**src/rtl/execute_stage.sv**
```systemverilog
// Execute stage: single-cycle ALU, load/store address generation, iterative shift-add multiply.
// Latency: 1 cycle for ALU/LOAD/STORE; MUL occupies 18 cycles (17 bubbles, then the product).
// Backpressure: stall_ex holds decode while a multiply is pending; flush overrides and drops it.
module execute_stage #(
    parameter int WIDTH      = 16,
    parameter int REG_IDX_W  = 5,
    parameter int MUL_CYCLES = 16
) (
    input  logic                 clk,
    input  logic                 reset_n,
    input  logic [3:0]           control_id,
    input  logic [WIDTH-1:0]     operand_a_id,
    input  logic [WIDTH-1:0]     operand_b_id,
    input  logic [WIDTH-1:0]     reg_data_id,
    input  logic [REG_IDX_W-1:0] dest_reg_index_id,
    input  logic                 dest_reg_write_en_id,
    input  logic                 flush,
    output logic                 stall_ex,
    output logic [3:0]           control_ex,
    output logic [WIDTH-1:0]     result_ex,
    output logic [WIDTH-1:0]     reg_data_ex,
    output logic [REG_IDX_W-1:0] dest_reg_index_ex,
    output logic                 dest_reg_write_en_ex,
    output logic                 busy
);
    localparam int CNT_W = $clog2(MUL_CYCLES + 1);
    localparam int SH_W  = $clog2(WIDTH);

    localparam logic [3:0] OP_ADD   = 4'b0000;
    localparam logic [3:0] OP_SUB   = 4'b0001;
    localparam logic [3:0] OP_AND   = 4'b0010;
    localparam logic [3:0] OP_OR    = 4'b0011;
    localparam logic [3:0] OP_XOR   = 4'b0100;
    localparam logic [3:0] OP_NOT   = 4'b0101;
    localparam logic [3:0] OP_SLL   = 4'b0110;
    localparam logic [3:0] OP_SRL   = 4'b0111;
    localparam logic [3:0] OP_SRA   = 4'b1000;
    localparam logic [3:0] OP_MUL   = 4'b1001;
    localparam logic [3:0] OP_LI    = 4'b1010;
    localparam logic [3:0] OP_MOV   = 4'b1011;
    localparam logic [3:0] OP_LOAD  = 4'b1100;
    localparam logic [3:0] OP_STORE = 4'b1110;
    localparam logic [3:0] OP_NOP   = 4'b1111;

    typedef enum logic [1:0] {S_IDLE, S_BUSY, S_DONE} state_t;

    state_t               state;
    state_t               state_nxt;
    logic [CNT_W-1:0]     count;
    logic [WIDTH-1:0]     mcand;
    logic [WIDTH-1:0]     mplier;
    logic [WIDTH-1:0]     acc;
    logic [WIDTH-1:0]     mul_rd;
    logic [REG_IDX_W-1:0] mul_idx;
    logic                 mul_we;

    logic [SH_W-1:0]      shamt;
    logic [WIDTH-1:0]     alu_res;
    logic                 alu_we;

    logic [3:0]           ctl_nxt;
    logic [WIDTH-1:0]     res_nxt;
    logic [WIDTH-1:0]     rd_nxt;
    logic [REG_IDX_W-1:0] idx_nxt;
    logic                 we_nxt;

    logic mul_start;

    assign shamt     = operand_b_id[SH_W-1:0];
    assign mul_start = (state == S_IDLE) && (control_id == OP_MUL);
    // Reset and flush both mask the stall so decode is never held by a dead op.
    assign stall_ex  = reset_n && !flush && (mul_start || (state == S_BUSY));

    always_comb begin
        alu_res = '0;
        alu_we  = dest_reg_write_en_id;
        case (control_id)
            OP_ADD:   alu_res = operand_a_id + operand_b_id;
            OP_SUB:   alu_res = operand_a_id - operand_b_id;
            OP_AND:   alu_res = operand_a_id & operand_b_id;
            OP_OR:    alu_res = operand_a_id | operand_b_id;
            OP_XOR:   alu_res = operand_a_id ^ operand_b_id;
            OP_NOT:   alu_res = ~operand_a_id;
            OP_SLL:   alu_res = operand_a_id << shamt;
            OP_SRL:   alu_res = operand_a_id >> shamt;
            OP_SRA:   alu_res = $signed(operand_a_id) >>> shamt;
            OP_LI:    alu_res = operand_b_id;
            OP_MOV:   alu_res = operand_a_id;
            OP_LOAD:  alu_res = operand_a_id + operand_b_id;
            OP_STORE: begin
                alu_res = operand_a_id + operand_b_id;
                alu_we  = 1'b0;
            end
            default:  alu_we = 1'b0;
        endcase
    end

    always_comb begin
        state_nxt = state;
        ctl_nxt   = OP_NOP;
        res_nxt   = '0;
        rd_nxt    = '0;
        idx_nxt   = '0;
        we_nxt    = 1'b0;
        if (flush) begin
            state_nxt = S_IDLE;
        end else begin
            case (state)
                S_IDLE: begin
                    if (control_id == OP_MUL) begin
                        state_nxt = S_BUSY;
                    end else begin
                        ctl_nxt = control_id;
                        res_nxt = alu_res;
                        rd_nxt  = reg_data_id;
                        idx_nxt = dest_reg_index_id;
                        we_nxt  = alu_we;
                    end
                end
                S_BUSY: begin
                    if (count == CNT_W'(MUL_CYCLES - 1)) state_nxt = S_DONE;
                end
                S_DONE: begin
                    state_nxt = S_IDLE;
                    ctl_nxt   = OP_MUL;
                    res_nxt   = acc;
                    rd_nxt    = mul_rd;
                    idx_nxt   = mul_idx;
                    we_nxt    = mul_we;
                end
                default: state_nxt = S_IDLE;
            endcase
        end
    end

    always_ff @(posedge clk or negedge reset_n) begin
        if (!reset_n) begin
            state                <= S_IDLE;
            busy                 <= 1'b0;
            count                <= '0;
            mcand                <= '0;
            mplier               <= '0;
            acc                  <= '0;
            mul_rd               <= '0;
            mul_idx              <= '0;
            mul_we               <= 1'b0;
            control_ex           <= OP_NOP;
            result_ex            <= '0;
            reg_data_ex          <= '0;
            dest_reg_index_ex    <= '0;
            dest_reg_write_en_ex <= 1'b0;
        end else begin
            state                <= state_nxt;
            busy                 <= (state_nxt != S_IDLE);
            control_ex           <= ctl_nxt;
            result_ex            <= res_nxt;
            reg_data_ex          <= rd_nxt;
            dest_reg_index_ex    <= idx_nxt;
            dest_reg_write_en_ex <= we_nxt;
            if (flush) begin
                count <= '0;
            end else if (mul_start) begin
                mcand   <= operand_a_id;
                mplier  <= operand_b_id;
                acc     <= '0;
                count   <= '0;
                mul_rd  <= reg_data_id;
                mul_idx <= dest_reg_index_id;
                mul_we  <= dest_reg_write_en_id;
            end else if (state == S_BUSY) begin
                // Product is taken modulo 2^WIDTH, so bits shifted out of mcand are irrelevant.
                if (mplier[0]) acc <= acc + mcand;
                mcand  <= mcand << 1;
                mplier <= mplier >> 1;
                count  <= count + 1'b1;
            end
        end
    end
endmodule

```
**config.mk**
```make
export PLATFORM = sky130hd
export DESIGN_NAME = execute_stage
export DESIGN_NICKNAME = d
export VERILOG_FILES = /design/src/rtl/execute_stage.sv
export SDC_FILE = /design/constraint.sdc
export NUM_CORES = 1
export LEC_CHECK = 0
export ABC_CLOCK_PERIOD_IN_PS = 7800
export BUFFER_PORTS_ARGS = -buffer_cell sky130_fd_sc_hd__buf_2
export CELL_PAD_IN_SITES_DETAIL_PLACEMENT = 0
export CELL_PAD_IN_SITES_GLOBAL_PLACEMENT = 1
export CORE_ASPECT_RATIO = 1.75
export CORE_MARGIN = 4
export CORE_UTILIZATION = 50
export CTS_BUF_LIST = sky130_fd_sc_hd__clkbuf_4
export CTS_CLUSTER_DIAMETER = 100
export DETAILED_ROUTE_END_ITERATION = 10
export GPL_TIMING_DRIVEN = 1
export PLACE_DENSITY = 0.92
export SLEW_MARGIN = 20
export SYNTH_ARGS = -nofsm -noshare
export SYNTH_HDL_FRONTEND = slang
export SYNTH_SLANG_ARGS = --single-unit
```
**constraint.sdc**
```tcl
create_clock -name clk -period 7.8 [get_ports clk]
set_clock_uncertainty 0.2 [all_clocks]
set_input_delay 0.39 -clock clk [delete_from_list [all_inputs] [get_ports clk]]
set_output_delay 0.39 -clock clk [all_outputs]
set_load 0.01 [all_outputs]
```
# --- Word-level counts from Yosys, hierarchy flattened ---
# Index checks and enable logic that the tools add are counted.
word_totals:
  ff_bits: 120
  latch_bits: 0
  ram_bits: 0
  romBits: 0
  inputBits: 61
  output_inout_bits: 44
  wordCells: 89
  mem_count: 0
op_classes:
  add_sub_neg: 4
  multipliers: 0
  n_div: 0
  order_cmp: 0
  eq_ne: 16
  shift: 3
  mux: 31
  bitwise_logic: 5
  reduce_logical: 16
op_table:
  columns: ["operator", "n"]
  rows:
  - ["two-way mux 16 bit", 11]
  - ["case mux 16 bit (11 select lines)", 1]
  - ["case mux 16 bit (2 select lines)", 2]
  - ["adder 16 bit", 2]
  - ["two-way mux 5 bit", 5]
  - ["== test 4 bit, second input constant", 6]
  - ["AND 16 bit", 1]
  - ["== test 4 x 3 -> 1 bit, second input constant", 4]
  - ["inverter 16 bit", 1]
  - ["bitwise OR 16 bit", 1]
  - ["left shift 16 x 4 -> 16 bit", 1]
  - [">> shifter 16 x 4 -> 16 bit", 1]
  - [">>> shifter 16 x 4 -> 16 bit", 1]
  - ["subtractor 16 bit", 1]
  - ["bitwise XOR 16 bit", 1]
  - ["OR reduction 12 bit", 1]
  - ["case mux 5 bit (2 select lines)", 1]
  - ["== test 4 x 2 -> 1 bit, second input constant", 2]
  - ["two-way mux 4 bit", 2]
  - ["case mux 4 bit (2 select lines)", 1]
  - ["two-way mux 2 bit", 3]
  - ["nonzero test 2 bit", 3]
  - ["adder 5 x 1 -> 5 bit, second input constant", 1]
  - ["== test 5 x 4 -> 1 bit, second input constant", 1]
  - ["16 further kinds", 21]

# --- Logic depth before layout (Yosys ltp) ---
# Gate-level depths: netlist of run 1.
depth:
  ltp_word: 6
  ltp_mapped: 17
  ltp_nobuf: 14

# --- Least setup slack after synthesis of run 1 ---
# Ideal clock, no wire load.
synth_path:
  path_type: "input to register"
  startpoint: "input operand_b_id[1]"
  endpoint: "register result_ex[14]"
  setup_time_ps: 127
  arrival_time_ps: 3530
  required_ps: 7473
  path_slack_ps: 3943
  stages: 15
  path_buffers: 2
  cell_sequence: "buf_2 inv_2 buf_1 ha_1 nand2_1 o41ai_1 nand2_1 xnor2_1 ha_1 and4_1 a221o_1 a31oi_1 xnor2_1 a2111oi_2 o21ai_1"
synth_between:
  elab_chain_cells: 5
  word_cells_on_any_way: 9
synth_rtl:
  columns: ["item", "line_no", "text"]
  rows:
  - ["from (decl)", "13", "input logic [WIDTH-1:0] operand_b_id,"]
  - ["adder 16 bit, or another cell as far along", "78, 89, 91", null]
  - ["case mux 16 bit (11 select lines) *", "77", "case (control_id)"]
  - ["two-way mux 16 bit *", "110", "if (control_id == OP_MUL) begin"]
  - ["case mux 16 bit (2 select lines) *", "108", "case (state)"]
  - ["two-way mux 16 bit *", "105", "if (flush) begin"]
  - ["via res_nxt[14]", "62", "logic [WIDTH-1:0] res_nxt;"]
  - ["to (signal assigned)", "156", "result_ex <= res_nxt;"]
  - ["to (decl)", "20", "output logic [WIDTH-1:0] result_ex,"]
# The timed path passes the listed nets; every way through them passes the cells marked *.
# A chain may end at the register's enable or synchronous reset.

# --- Final worst setup path of run 1 ---
layout_path:
  startpoint: "input operand_b_id[4]"
  endpoint: "register result_ex[13]"
layout_between:
  elab_chain_cells: 5
  word_cells_on_any_way: 6
layout_rtl:
  columns: ["item", "line_no"]
  rows:
  - ["adder 16 bit / subtractor 16 bit (equally long branches)", null]
  - ["case mux 16 bit (11 select lines) *", "77"]
  - ["two-way mux 16 bit *", "110"]
  - ["case mux 16 bit (2 select lines) *", "108"]
  - ["two-way mux 16 bit *", "105"]
  - ["via res_nxt[13]", "62"]
# Marks and branches as above.

==> qor.yml, run 1 <==
power.leakage_nw: 5.003
viasPerCell: 6.508
dieArea_sq_um: 21570
worst_slew_pin_slew_ns: 1.128
fin_nets: 1353
overflow: 0
insertion_delay_ns: 0.56
worst_hold_path_type: "input port to flop"
post_cts_buffers: 0
setup_violations: 0
fin_crit_sh: 0.5052
layout_min_cycle_time_ns: 3.940
synthDistinctLibCells: 77
cap_violations: 0
rsz0062_at_grt: "false"
stdcell_count: 1473
async_reset_ff_frac: 1.000
synth-compound-area-share: 0.2366
synth.mux.area_fraction: 0.09122
numCtsBuffers: 17
synth_nets: 1268
clock-root-buffer: "clkbuf_4"
rows: 66
synth_edf_count: 0
fmax_mhz: 253.8
synth_flop_cell: "dfrtp_1"
worst_setup_path_start_kind: "input port"
io_buffer_count: 104
dp_hpwl_microns: 27790
synthToLayoutAreaGrowth_pct: 12.86
fillers: 1706
status: "finished, final reports clean"
relSlewSlack: 0.2285
synth_area_per_cell_sq_um: 8.452
wl_per_cell_microns: 25.70
cts_tree: "done"
clkSinkCount: 120
postRouteAntennaNets: 0
dp.cells: 1406
start_util: 0.5122
num_vias: 9587
first_iter_violations: 941
drt-total-wl_microns: 37850
drc_errors: 0
worstSetupEndpointType: "flop"
final_max_slew_viol_count: 0
required_ns: 8.08
dr.pass1.iters: 5
core_area_sq_um: 18750
ys_ff_latch: 120
hold_violations: 0
yosys.area_share.simple: 0.1724
grt_max_degree: 65
clkTransAtPathRegs_ns: 0.11
routabilityCongestion: 1.105
path_max_fanout: 5
ir_drop_v: 0.0001837
ys_seq_area_frac: 0.3133
die_h_microns: 191.3
regToRegSetupSlack_ns: 4.47
synth-xor-area-share: 0.03466
ys.warnings.count: 0
layout-drive-gt1-share: 0.1726
grtUsageTotal: 0.3491
grt_pass1_vias: 9534
io_pins: 105
synth_area_sq_um: 9602
tns_ns: 0
h-tree-depth: 4
die_w_microns: 112.8
synthCells: 1136
synth_top_family_by_area: "compound AO/OA/AOI/OAI gates"
crit_arrival_ns: 4.22
critical_path_class: "input port to flop"
power_density_nw_per_um2: 224.5
synthAdderAreaFrac: 0.09408
cts.path.max_buffers: 2
grt_pass1_wl_microns: 56750
antenna_found_initial: 1
==> layer usage <==
metal	track usage	routed length [microns]	vias to the layer above
li1	-	-	4302
met1	0.3914	12920	4508
met2	0.5813	18130	584
met3	0.05797	3137	193
met4	0.2749	3660	0
met5	0	0	-
==> synth_stat cells (all sizes together), types with 14 or more instances <==
| cell | n | area (sq um) |
|---|---|---|
| mux2i | 29 | 290.3 |
| nor2 | 128 | 483.0 |
| ha | 69 | 863.3 |
| mux2 | 28 | 315.3 |
| buf | 32 | 172.7 |
| o21a | 14 | 105.1 |
| a21oi | 56 | 284.0 |
| clkbuf | 57 | 215.2 |
| a22oi | 28 | 210.2 |
| o21ai | 45 | 229.0 |
| a31oi | 49 | 306.5 |
| nor3 | 14 | 75.07 |
| dfrtp | 116 | 2903 |
| nand2 | 158 | 593.1 |
| inv | 43 | 161.4 |
| xnor2 | 26 | 227.7 |
| nand3 | 15 | 75.07 |
==> cell usage in the layout, fill, tap and decap left out, drive strengths merged, types with 7 or more instances in the layout <==
cell,count
nand2,158
nor2,128
buf,121
dfrtp,116
ha,69
a21oi,56
a31oi,49
o21ai,45
inv,44
dlygate4sd3,34
mux2i,29
mux2,28
a22oi,28
xnor2,26
clkbuf,18
nand3,15
o21a,14
nor3,14
a21o,12
mux4,12
a221oi,12
xor2,12
o211ai,11
a2111oi,11
o31ai,10
a22o,10
nor2b,10
and3,9
a211oi,9
o22ai,9
nand2b,8
nor4,7
a221o,7
and2,7
o221ai,7
clkinv,7
==> flip-flops by register name, summed over array words and instances (netlist names), 2 cells and up <==
register,count
reg_data_ex,16
count,5
control_ex,4
mul_rd,16
mul_idx,5
mplier,16
acc,16
dest_reg_index_ex,5
result_ex,16
mcand,16
state,2
==> path summary, 6_finish.rpt <==
path | from | cells after the start | end
setup / recovery | operand_b_id[4] | 12 | result_ex[13]$_DFF_PN0_
hold / removal | operand_b_id[6] | 3 | mplier[6]$_DFFE_PN0P_
hold reg to reg | mul_we$_DFFE_PN0P_ | 1 | mul_we$_DFFE_PN0P_
max in group asynchronous | reset_n | 3 | count[3]$_DFFE_PN0P_
setup reg to reg | state[1]$_DFF_PN0_ | 7 | result_ex[13]$_DFF_PN0_
min in group asynchronous | reset_n | 2 | mplier[4]$_DFFE_PN0P_
==> worst max-delay path, stage by stage <==
cell           delay, ns
dlygate4sd3_1       0.53
buf_2               0.21
nor3_1              0.34
nand2_1             0.16
o41ai_1             0.52
xnor2_1             0.14
ha_1                0.37
a2111oi_0           0.72
a21oi_1             0.24
a31oi_1             0.26
mux2i_1             0.21
o21a_1              0.14
==> through the flow <==
stage	worst slack, ns	utilization	power, mW	area [sq um]	hold slack [ns]
floorplan	3.943	-	1.610	9602	-0.1056
global placement	3.506	0.5427	1.885	10170	0.2895
detailed placement	3.381	0.5429	1.904	10180	0.2962
CTS	3.957	0.5779	2.425	10830	0.003062
global route	3.500	0.5781	2.599	10840	0.02994
finish	3.860	0.5781	2.433	10840	0.04355
==> cells by family (layout without fill, tap and decap cells) <==
logic type / count (synthesis) / count (layout)
compound gates: 327 / 327
xor+xnor: 38 / 38
fa+ha+maj: 71 / 71
buf+inv: 133 / 231
flops: 120 / 120
mux: 69 / 69
other cells: 0 / 1
simple gates: 378 / 378
==> cell type report <==
cell class	instances	area, sq um	area share
clock buffer	18	135.1	0.01247
inverter	44	166.4	0.01536
timing repair buffer	155	991.0	0.09144
tap	238	297.8	0.02748
clock inverter	14	180.2	0.01663
antenna	1	2.502	0.0002309
multi-input combinational	883	6056	0.5588
sequential	120	3008	0.2776
==> power breakdown <==
| part | internal (mW) | total, mW | leakage [nW] | switching [mW] |
|---|---|---|---|---|
| clock | 0.254 | 0.507 | 0.159 | 0.252 |
| sequential | 0.766 | 0.889 | 1.48 | 0.123 |
| combinational | 0.445 | 1.04 | 3.36 | 0.593 |
| total | 1.46 | 2.43 | 5.00 | 0.968 |
==> repair_timing <==
item,in CTS,in global routing
hold endpoints to repair,111,0
hold buffers,34,0
gates resized for setup,0,0
Note: power is estimated with default switching activity, not from simulation.
==> inputs of run 2 (changes only) <==
ABC_CLOCK_PERIOD_IN_PS = 3500   (was 7800)
CORE_UTILIZATION = 42   (was 50)
PLACE_DENSITY = 0.83   (was 0.92)
clock period = 3.5 ns   (was 7.8 ns; I/O delays follow)
==> run 2 against run 1 <==
Clock power grew 110%. Clock-buffer cell count decreased by 1. Flip-flop and latch count is the same. Sequential power increased by 120%. Die area grew 18%. Hold slack better by 0.035 ns. Via count up 2.4%. Global-route usage is 4.0 points lower. Cell area rose by 8.6%. Sequential share of layout area fell by 2.2 points. Largest cell class unchanged.
==> qor.yml, run 2 (synthesized netlist as in run 1, its figures left out) <==
synthToLayoutAreaGrowth_pct: 22.57
io_pins: 105
worstSetupEndpointType: "output pin"
fin_ws_ns: 0.1301
clkTransAtPathRegs_ns: 0.11
die_h_microns: 208.0
required_ns: 3.12
stdcell_count: 1633
first_iter_violations: 744
grt_pass1_vias: 9961
dpl-instance-area_sq_um: 10810
dp.cells: 1540
routabilityCongestion: 1.042
status: "finished, final reports clean"
antenna_found_initial: 1
grt_pass1_wl_microns: 58950
layout-drive-gt1-share: 0.2260
setup_violations: 0
final_cell_mix: "nand2_1 (156), nor2_1 (126), dfrtp_1 (116)"
final_max_slew_viol_count: 0
ir_drop_v: 0.0003552
crit_arrival_ns: 2.99
rows: 73
cap_violations: 0
power_frac_comb: 0.452
top_layer_used: "met4"
met3RoutedLength_microns: 2084
power_density_nw_per_um2: 468.3
path_max_fanout: 48
power.leakage_nw: 5.482
drc_errors: 0
fillers: 2246
num_vias: 9819
multi_input_area_sq_um: 6116
drt-total-wl_microns: 38760
finalPower_mw: 5.512
dp_hpwl_microns: 29220
clock-root-buffer: "clkbuf_4"
numCtsBuffers: 17
wl_met1_microns: 13600
fin_crit_sh: 0.9628
internal-power_mw: 3.254
worst_setup_path_start_kind: "input port"
seq_power_share: 0.358
final_common_cell: "nand2_1"
hold_depth: 4
cts_tree: "done"
fmax_mhz: 296.7
place_ws_ns: -0.06365
die_w_microns: 122.3
insertion_delay_ns: 0.58
dieArea_sq_um: 25440
io_buffer_count: 104
wl_per_cell_microns: 23.74
sw_frac_of_total: 0.4095
h-tree-depth: 4
dr.pass1.iters: 6
grtUsageTotal: 0.3089
fin_area_sq_um: 11770
viasPerCell: 6.013
cts.path.max_buffers: 2
p_switching_mw: 2.257
worst_hold_path_type: "input port to flop"
fin_nets: 1452
register_area_sq_um: 3008
critical_path_class: "input port to output pin"
pwr-share-clk: 0.190
start_util: 0.4239
layout_min_cycle_time_ns: 3.370
grt_max_degree: 49
clkSinkCount: 120
dr_wl_met2_microns: 19580
relSlewSlack: 0.4482
worst_slew_pin_slew_ns: 0.8068
overflow: 0
fin_util: 0.5196
core_area_sq_um: 22650
postRouteAntennaNets: 0
hold_violations: 0
ff2ff_path_depth: 10
-- run 2: repair_timing --
action / 4_1_cts / 5_1_grt
setup buffers: 0 / 1
gates resized for setup: 0 / 15
endpoints found under the hold margin: 203 / 0
setup endpoints to repair: 0 / 9
hold buffers: 60 / 0
-- run 2: per-stage QoR --
stage | hold slack (ns) | TNS (ns)
after floorplan | -0.3206 | 0
after global placement | -0.01200 | -0.007608
after detailed placement | -0.004008 | -0.1097
after CTS | 0.02600 | 0
after global routing | 0.09190 | -0.02283
final | 0.07889 | 0
-- run 2: final cells by class --
| type | instances | share of cell area |
|---|---|---|
| Antenna cell | 1 | 0.0002126 |
| Multi-Input combinational cell | 883 | 0.5197 |
| Clock inverter | 14 | 0.01286 |
| Tap cell | 300 | 0.03189 |
| Inverter | 44 | 0.01414 |
| Sequential cell | 120 | 0.2556 |
| Clock buffer | 17 | 0.01084 |
| Timing Repair Buffer | 254 | 0.1548 |
-- run 2: worst paths after layout --
| path | start | endpoint | slack (ns) |
|---|---|---|---|
| min in group asynchronous | reset_n | mcand[1]$_DFFE_PN0P_ | 0.47 |
| max in group asynchronous | reset_n | mplier[14]$_DFFE_PN0P_ | 2.04 |
| min reg2reg | mul_idx[4]$_DFFE_PN0P_ | mul_idx[4]$_DFFE_PN0P_ | 0.32 |
| max reg2reg | acc[0]$_DFFE_PN0P_ | acc[10]$_DFFE_PN0P_ | 0.48 |
| max | control_id[2] | stall_ex | 0.13 |
| min | operand_b_id[0] | mplier[0]$_DFFE_PN0P_ | 0.08 |
-- run 2: worst max-delay path, stage by stage --
cell and delay [ns]:
dlygate4sd3_1 0.54, buf_2 0.13, buf_4 0.13, buf_4 0.18
nand2b_1 0.25, nor3_2 0.28, o21bai_1 0.21, or2_4 0.33
clkinv_2 0.21, buf_12 0.25, and2_1 0.15, buf_2 0.12
-- run 2: routing by layer --
metal	vias to the layer above	GRT usage
li1	4493	-
met2	432	0.5302
met1	4755	0.3318
met4	0	0.2378
met5	-	0
met3	139	0.04787
-- run 2: power by group through the flow --
| stage | logic (mW) | registers [mW] | clock network, mW |
|---|---|---|---|
| 2_1_floorplan | 1.68 | 1.91 | 0 |
| 3_3_place_gp | 2.36 | 1.98 | 0 |
| 3_5_place_dp | 2.40 | 1.99 | 0 |
| 4_1_cts | 2.46 | 1.97 | 1.07 |
| 5_1_grt | 2.77 | 2.01 | 1.12 |
| 6_report | 2.49 | 1.97 | 1.05 |
